<file path="src/rtl/imem_pkg.sv">
// Shared types and sizes for the instruction-RAM boot loader.
// Imported by the loader top and its byte packer.
package imem_pkg;

    localparam int IMEM_ADDR_WIDTH = 12;
    localparam int IMEM_WORD_BYTES = 4;
    localparam int IMEM_BCNT_W     = $clog2(IMEM_WORD_BYTES);

    typedef enum logic [2:0] {
        IDLE,
        LEN,
        DATA,
        DRAIN,
        DONE,
        ERR
    } loader_state_e;

    function automatic logic [31:0] word_byte_addr(
        input logic [31:0] base,
        input logic [29:0] idx
    );
        return base + {idx, 2'b00};
    endfunction

endpackage

</file>
<file path="src/rtl/imem_loader_byte_packer.sv">
// Little-endian byte-to-word packer shared by the header and payload phases.
// word is combinational so the 4th byte is usable in the cycle it arrives.
module byte_packer
    import imem_pkg::*;
(
    input  logic        clk,
    input  logic        rst_n,
    input  logic        clr,
    input  logic        en,
    input  logic [7:0]  data,
    output logic [31:0] word,
    output logic        word_valid
);

    logic [IMEM_BCNT_W-1:0] cnt;
    logic [23:0]            acc;

    always_ff @(posedge clk or negedge rst_n) begin
        if (!rst_n) begin
            cnt <= '0;
            acc <= '0;
        end else if (clr) begin
            cnt <= '0;
        end else if (en) begin
            cnt <= cnt + IMEM_BCNT_W'(1);
            unique case (cnt)
                2'd0:    acc[7:0]   <= data;
                2'd1:    acc[15:8]  <= data;
                2'd2:    acc[23:16] <= data;
                default: ;
            endcase
        end
    end

    assign word       = {data, acc};
    assign word_valid = en && (cnt == IMEM_BCNT_W'(IMEM_WORD_BYTES - 1));

endmodule

</file>
<file path="src/rtl/imem_loader.sv">
// Boot loader: unpacks a length-prefixed byte stream into IRAM words
// and holds the core in reset until the image is complete.
module imem_loader
    import imem_pkg::*;
#(
    parameter int          ADDR_WIDTH = IMEM_ADDR_WIDTH,
    parameter logic [31:0] BASE_ADDR  = 32'h0
) (
    input  logic                  clk,
    input  logic                  rst_n,
    input  logic                  start,
    input  logic                  rx_valid,
    output logic                  rx_ready,
    input  logic [7:0]            rx_data,
    output logic                  mem_we,
    output logic [31:0]           mem_addr,
    output logic [31:0]           mem_wdata,
    output logic [ADDR_WIDTH:0]   word_cnt,
    output logic                  busy,
    output logic                  done,
    output logic                  err,
    output logic                  cpu_rst_n
);

    localparam logic [32:0] DEPTH = 33'd1 << ADDR_WIDTH;

    loader_state_e state;
    loader_state_e state_next;

    logic        xfer;
    logic        start_ok;
    logic        pk_valid;
    logic [31:0] pk_word;
    logic [31:0] len;
    logic [31:0] cnt_plus1;
    logic        last_word;
    logic        len_zero;
    logic        len_over;

    // rx_ready comes from the state register alone, never from rx_valid
    assign rx_ready = (state == LEN) || (state == DATA);
    assign xfer     = rx_valid && rx_ready;
    assign start_ok = start && ((state == IDLE) || (state == DONE) ||
                                (state == ERR));

    byte_packer u_packer (
        .clk        (clk),
        .rst_n      (rst_n),
        .clr        (start_ok),
        .en         (xfer),
        .data       (rx_data),
        .word       (pk_word),
        .word_valid (pk_valid)
    );

    assign cnt_plus1 = {{(31 - ADDR_WIDTH){1'b0}}, word_cnt} + 32'd1;
    assign last_word = (cnt_plus1 == len);
    assign len_zero  = (pk_word == 32'd0);
    assign len_over  = ({1'b0, pk_word} > DEPTH);

    always_ff @(posedge clk or negedge rst_n) begin
        if (!rst_n) begin
            state <= IDLE;
        end else begin
            state <= state_next;
        end
    end

    always_comb begin
        state_next = state;
        busy       = 1'b0;
        done       = 1'b0;
        err        = 1'b0;
        cpu_rst_n  = 1'b0;
        unique case (state)
            IDLE: begin
                if (start) state_next = LEN;
            end
            LEN: begin
                busy = 1'b1;
                if (pk_valid) begin
                    if (len_zero)      state_next = DONE;
                    else if (len_over) state_next = ERR;
                    else               state_next = DATA;
                end
            end
            DATA: begin
                busy = 1'b1;
                if (pk_valid && last_word) state_next = DRAIN;
            end
            DRAIN: begin
                busy       = 1'b1;
                state_next = DONE;
            end
            DONE: begin
                done      = 1'b1;
                cpu_rst_n = 1'b1;
                if (start) state_next = LEN;
            end
            ERR: begin
                err = 1'b1;
                if (start) state_next = LEN;
            end
            default: state_next = IDLE;
        endcase
    end

    always_ff @(posedge clk or negedge rst_n) begin
        if (!rst_n) begin
            len       <= '0;
            word_cnt  <= '0;
            mem_we    <= 1'b0;
            mem_addr  <= '0;
            mem_wdata <= '0;
        end else begin
            mem_we <= 1'b0;
            if (start_ok) begin
                word_cnt <= '0;
            end
            if ((state == LEN) && pk_valid) begin
                len <= pk_word;
            end
            // the write lands one cycle after the word's 4th byte
            if ((state == DATA) && pk_valid) begin
                mem_we    <= 1'b1;
                mem_addr  <= word_byte_addr(BASE_ADDR,
                                 {{(29 - ADDR_WIDTH){1'b0}}, word_cnt});
                mem_wdata <= pk_word;
                word_cnt  <= word_cnt + {{ADDR_WIDTH{1'b0}}, 1'b1};
            end
        end
    end

endmodule
</file>
<file path="config.mk">
export PLATFORM = sky130hd
export DESIGN_NAME = imem_loader
export DESIGN_NICKNAME = d
export VERILOG_FILES = /design/src/rtl/imem_pkg.sv /design/src/rtl/imem_loader_byte_packer.sv /design/src/rtl/imem_loader.sv
export SDC_FILE = /design/constraint.sdc
export NUM_CORES = 1
export LEC_CHECK = 0
export BUFFER_PORTS_ARGS = -buffer_cell sky130_fd_sc_hd__buf_2
export CELL_PAD_IN_SITES_DETAIL_PLACEMENT = 1
export CELL_PAD_IN_SITES_GLOBAL_PLACEMENT = 1
export CORE_MARGIN = 4
export CORE_UTILIZATION = 44
export DETAILED_ROUTE_END_ITERATION = 16
export PLACE_DENSITY = 0.91
export SLEW_MARGIN = 20
export SYNTH_ARGS = -nofsm -noshare
export SYNTH_HDL_FRONTEND = slang
export SYNTH_HIERARCHICAL = 1
export SYNTH_SLANG_ARGS = --single-unit
</file>
<file path="constraint.sdc">
create_clock -name clk -period 3.1 [get_ports clk]
set_clock_uncertainty 0.05 [all_clocks]
set_input_delay 0 -clock clk [delete_from_list [all_inputs] [get_ports clk]]
set_output_delay 0 -clock clk [all_outputs]
set_load 0.005 [all_outputs]
</file>
-- After elaboration in Yosys (flattened, before gate mapping)
Cells that the tools add are included.
- output and inout port bits: 83
- word-level logic and storage cells: 61
- register bits after elaboration: 120
- bits of input ports: 12
- bitwise operators: 1
- magnitude comparators: 1
- equal/unequal tests: 12
- reduce and logical (&&, ||, !) cells: 20
- mux-type cells: 14
- add/sub/neg operators: 3
- operator list (kind ; count):
    $eq A14 B32 Y1 ; 1
    $gt A32 B13 Y1 const B ; 1
    $logic_not A32 Y1 ; 1
    $mux W13 ; 2
    $mux W3 ; 5
    $add A13 B1 Y14 const B ; 1
    $add A13 B1 Y13 const B ; 1
    $pmux W3 S4 ; 1
    $reduce_and A3 Y1 ; 4
    $eq A3 B2 Y1 const B ; 2
    $eq A3 B3 Y1 const B ; 2
    $logic_and A1 B1 Y1 ; 6
    $reduce_or A3 Y1 ; 2
    $eq A2 B2 Y1 const B ; 2
    $mux W1 ; 4
    $mux W2 ; 2
    $ne A2 B1 Y1 const B ; 2
    $reduce_bool A2 Y1 ; 2
    $eq A3 B1 Y1 const B ; 1
    $logic_not A3 Y1 ; 1
    $logic_or A1 B1 Y1 ; 3
    $add A2 B1 Y2 const B ; 1
    $eq A2 B1 Y1 const B ; 1
    $logic_not A2 Y1 ; 1
    other kinds (2) ; 2

-- Depth between registers and ports, before layout
- depth after elaboration: 7
- mapped depth: 13
- mapped depth without buffers: 11

-- Modules after synthesis
The synthesis kept the hierarchy.
- modules (own cells, without submodules) (module ; seq. area each (sq um) ; instances ; cells each ; area each (sq um)):
    imem_loader ; 2352.3 ; 1 ; 455 ; 4439.3
    byte_packer ; 650.6 ; 1 ; 73 ; 1147.4

-- Worst setup path after synthesis
No wires, ideal clock.
- path kind: register -> register
- start: reg state[1]
- end: reg state[0]
- period minus slack after synthesis: 2839 ps
- setup slack: 261 ps
- buffers on the path: 2
- arrival: 2693 ps
- stages on the path, launching flop included: 14
- cell sequence: dfrtp_1 -> nand2b_1 -> a21oi_1 -> and2_1 -> buf_6 -> and2_2 -> nor2b_2 -> nand3b_1 -> buf_2 -> inv_2 -> nor2_1 -> a2111o_1 -> or4_1 -> o31ai_1
- longest elaborated chain between the ends: 7
- elaborated cells on any way between the ends: 16
- those cells by class: eq/ne (8); mux (1); reduce/logical (7)
- ends and longest elaborated chain (element ; RTL line ; source):
    start: declaration ; imem_loader.sv:27 ; loader_state_e state;
    start signal: assignment ; imem_loader.sv:65 ; state <= state_next;
    $eq A3 B1 Y1 or $eq A3 B2 Y1 (tied branches) ; imem_loader.sv:41 ; assign rx_ready = (state == LEN) || (state == DATA);
    $logic_or A1 B1 Y1 * ; imem_loader.sv:41 ;
    via rx_ready ; imem_loader.sv:13 ; output logic rx_ready,
    $logic_and A1 B1 Y1 * ; imem_loader.sv:42 ; assign xfer = rx_valid && rx_ready;
    via xfer ; imem_loader.sv:30 ; logic xfer;
    $logic_and A1 B1 Y1 * ; imem_loader_byte_packer.sv:36 ; assign word_valid = en && (cnt == IMEM_BCNT_W'(IMEM_WORD_BYTES - 1));
    via pk_valid ; imem_loader.sv:32 ; logic pk_valid;
    $logic_and A1 B1 Y1 ; imem_loader.sv:89 ; if (pk_valid && last_word) state_next = DRAIN;
    $ne A2 B1 Y1 (no line) ; n/a ;
    $reduce_and A3 Y1 (no line) * ; n/a ;
The timed path passes the listed nets; every way through them passes the cells marked *.
A chain may end at the register's enable or synchronous reset.

-- Worst setup path in the final report
- start: reg state[1]
- end: reg state[0]
- longest elaborated chain between the ends: 7
- elaborated cells on any way between the ends: 16
- those cells by class: eq/ne (8); mux (1); reduce/logical (7)
- ends and longest elaborated chain (element ; RTL line):
    $eq A3 B1 Y1 or $eq A3 B2 Y1 (tied branches) ; imem_loader.sv:41
    $logic_or A1 B1 Y1 * ; imem_loader.sv:41
    $logic_and A1 B1 Y1 * ; imem_loader.sv:42
    via xfer ; imem_loader.sv:30
    $logic_and A1 B1 Y1 * ; imem_loader_byte_packer.sv:36
    via pk_valid ; imem_loader.sv:32
    $logic_and A1 B1 Y1 ; imem_loader.sv:89
    $ne A2 B1 Y1 (no line) ; n/a
    $reduce_and A3 Y1 (no line) * ; n/a
Marks and branches as above.

==> results summary <==
The placeable core region is 12200 um2. The post-CTS repair timing setup buffer count is 0. After clock tree synthesis, the clock-pin slew on the worst setup and hold paths is 0.06 ns. The area added between synthesis and finish is 19.8%.

The kind of end point of the critical path is a register. The transition time at the pin with the least slew margin is 0.691 ns. The worst voltage drop across the vdd grid is 0.564 mV.

The portion of synthesized area spent on multiplexers is 0.115. The sequential cell area fraction in the yosys report is 0.538. Wires add up to 15.4 mm. The net count of the finished layout is 620. In the post-synthesis netlist, the biggest area contributors are dfrtp_1, mux2_2, nand2_1. After routing, the total negative slack on setup checks comes to 0 ns. Summing all flip-flop and latch instances after layout gives 3000 um2. The most critical setup path has its startpoint at state[1]$_DFFE_PN0P_. The fraction of post-synthesis cell area in the top cell type by area came out at 0.538. In this run the worst setup path terminates at state[0]$_DFFE_PN0P_. The effective utilization at floorplan came out at 0.457.

The maximum number of pins on one net before global-route repair is 62. The number of filler cells placed in the layout is 1360. The antenna diode count came out at 0. The worst-path maximum fanout is 14. In this run the critical register-to-register path is captured at state[0]$_DFFE_PN0P_. After synthesis, the largest family of logic cells by area is simple AND/OR/NAND/NOR gates. The floorplan row count came out at 40. The clock drives 120 sinks. The async set-reset flop share out of synthesis came out at 1.00. Of the total synthesized cell area, the portion taken by full adders, half adders and majority gates is 0.0112. The setup slack after layout came out at 0.166 ns. The number of placed I/O pins is 95. The type of the worst setup path is register to register.

The total setup violations reported at the end of the flow is 0. The synthesized instance count is 528. The worst path needs 2.93 ns of the cycle, external delays included.

After global routing the overflow that remains totals 0. The final hold violation count came out at 0. The die width came out at 121 um. The estimated wirelength of the detail-placed design is 10.2 mm. The number of cells on the worst reg-to-reg path is 11. Of the total synthesized cell area, the portion taken by AND, OR, NAND and NOR gates is 0.197. The count of flip-flops with a built-in enable after synthesis came out at 0.

The average instance in the mapped netlist occupies 10.6 um2. The number of global-route vias before repair came to 4661. The Yosys warning count came out at 6. TritonCTS built the clock tree.

The primary flip-flop cell chosen by synthesis mapping is dfrtp_1. The combined global-route utilization of all metal layers came out at 0.225. The first global-routing pass estimated 25.3 mm of wire. The clock buffer count from CTS is 17. After synthesis, the most frequently instantiated cells are nand2_1, dfrtp_1, mux2_2. Summing all multi-input logic gate instances after layout gives 2320 um2. The cell sitting at the root of the clock tree is a clkbuf_16.

The post-route non-filler standard cell count is 784. The level count of the clock H-tree is 4. Of the cells placed in the final design, the portion with a size suffix greater than 1 is 0.297. After the first detailed-routing iteration, the DRC count stood at 233. The maximum buffer depth of the clock tree is 2. The count of placed standard cells including taps is 742. The worst slew margin relative to its limit is 0.540.

For met1 alone, demand over resource in global routing was 0.275. The count of unresolved DRC violations after routing is 0. The final count of pins violating max slew came to 0.

Input and output buffers added on the ports amount to 75. The y dimension of the die is 121 um. The synthesized design contains 120 register bits. The kind of path behind the tightest hold check is input port to asynchronous set/reset pin. In the post-synthesis netlist, the cell with the most instances is nand2_1. The detailed-route wire length per cell is 19.6 um. The area of the die is 14600 um2. The count of TritonRoute iterations in the first routing pass came out at 4. The post-route antenna net violation count is 0. The required time of the worst setup path is 3.38 ns. Setup repair after global routing left no endpoint under its margin. Based on the critical path, the design can be clocked at up to 341 MHz. The flow ran to the end, and the final reports show no timing, DRC or antenna violations. For met3 alone, demand over resource in global routing was 0.0491.

The startpoint identified for the worst register-to-register timing path is state[1]$_DFFE_PN0P_. The last weighted congestion value of the routability-driven placer came out at 0.848. The kind of start point of the critical path is a register.

The number of distinct library cells after synthesis came out at 55. The met2 global-route usage came out at 0.379. The post-synthesis instance area is 5590 um2.

The post-route fraction of the period consumed by the critical path came out at 0.947. The total leakage power came out at 3.37 nW. The initial antenna violation count is 0. The clock latency on the worst-skew pair came out at 0.43 ns. The via-per-instance ratio came out at 5.37. The library cell occupying the most area in the post-synthesis netlist is dfrtp_1. The power density over the cells came out at 937 nW/um2. For the worst setup path, the data arrival time is 3.22 ns. The post-synthesis compound-gate area fraction came to 0.0515. Of the total synthesized cell area, the portion taken by XOR and XNOR cells is 0.0251. The total power consumption of the routed design came out at 6.27 mW.

The worst slack after detailed placement is 0.213 ns. The tool flagged a number of max-cap violations equal to 0. met2 is the most crowded layer. The routed layout has 4212 vias. The worst-case register-to-register setup slack came out at 0.17 ns.
registers in the layout, summed over array words and instances, names as in the netlist:
register and count:
mem_we 1, mem_wdata 32, state 3, u_packer/cnt 2, len 32, word_cnt 13, mem_addr 13, u_packer/acc 24
how the worst min path moves through the flow:
| stage | start | endpoint | cells past startpoint |
|---|---|---|---|
| CTS | rx_valid | u_packer/cnt[1]$_DFFE_PN0P_ | 5 |
| finish | rst_n | state[2]$_DFFE_PN0P_ | 2 |
| floorplan | rst_n | len[0]$_DFFE_PN0P_ | 0 |
| global route | rst_n | state[2]$_DFFE_PN0P_ | 2 |
| global placement | rst_n | state[2]$_DFFE_PN0P_ | 1 |
| detailed placement | rst_n | state[2]$_DFFE_PN0P_ | 1 |
cells by family (layout without fill, tap and decap cells):
family	Yosys count	count (layout)
compound gates	45	45
xor+xnor	16	16
fa+ha+maj	5	5
buf+inv	58	128
flops	120	120
mux	57	57
other cells	1	19
simple gates	226	226
per-layer routing:
| layer | wire, um | up-vias |
|---|---|---|
| li1 | - | 1901 |
| met1 | 6430 | 2153 |
| met2 | 7800 | 116 |
| met3 | 651 | 42 |
| met4 | 519 | 0 |
| met5 | 0 | - |
timing repair:
action | in CTS | in global routing
hold endpoints to repair | 90 | 0
gates resized for setup | 0 | 4
setup endpoints to repair | 0 | 1
hold buffers | 10 | 0
worst max-delay path, cell delays in order (launching register included):
cell and delay, ns:
dfrtp_2 0.45, nand2b_1 0.17, a21oi_2 0.15, and2_1 0.16, and2_2 0.18, nor2b_2 0.20
nand3b_1 0.15, inv_2 0.10, nor2_2 0.12, a2111o_1 0.38, or4_1 0.46, o31ai_2 0.27
layout make-up:
class	instances	share of cell area
sequential	120	0.449
multi-input combinational	368	0.347
timing repair buffer	92	0.0793
clock buffer	18	0.0656
tap	168	0.0314
clock inverter	14	0.0258
inverter	4	0.00224
cells in the final DEF, fill, tap and decap left out, types with 3 or more instances in the layout:
cell type / instances
and2_1: 7
ha_1: 5
o31ai_1: 6
dlygate4sd3_1: 10
bufinv_16: 3
conb_1: 19
mux2_1: 4
o21ai_0: 16
nand3b_4: 3
xnor2_1: 9
dfrtp_1: 119
xor2_1: 7
nor4_1: 10
clkinv_2: 3
a21oi_1: 6
nand2b_1: 5
nor2_1: 15
nand3_1: 8
buf_4: 8
nand2_1: 146
mux2_2: 51
nor3_1: 4
clkbuf_16: 17
nor4_2: 3
inv_1: 3
nand4_1: 5
buf_2: 74
clkinv_4: 4
power by group:
group | leakage, nW | switching, mW | total, mW | internal, mW
Clock | 0.297 | 0.761 | 2.05 | 1.29
Combinational | 1.53 | 0.741 | 1.56 | 0.814
Sequential | 1.54 | 0.521 | 2.67 | 2.15
Total | 3.37 | 2.02 | 6.27 | 4.25
stage by stage:
step	util	hold slack, ns	instance area, um2
2_1_floorplan	-	-0.346	5650
3_3_place_gp	0.489	0.0223	5970
3_5_place_dp	0.489	0.0288	5970
4_1_cts	0.547	0.123	6680
5_1_grt	0.548	0.159	6690
6_report	0.548	0.110	6690
No activity file was read; power rests on OpenSTA's default activity.
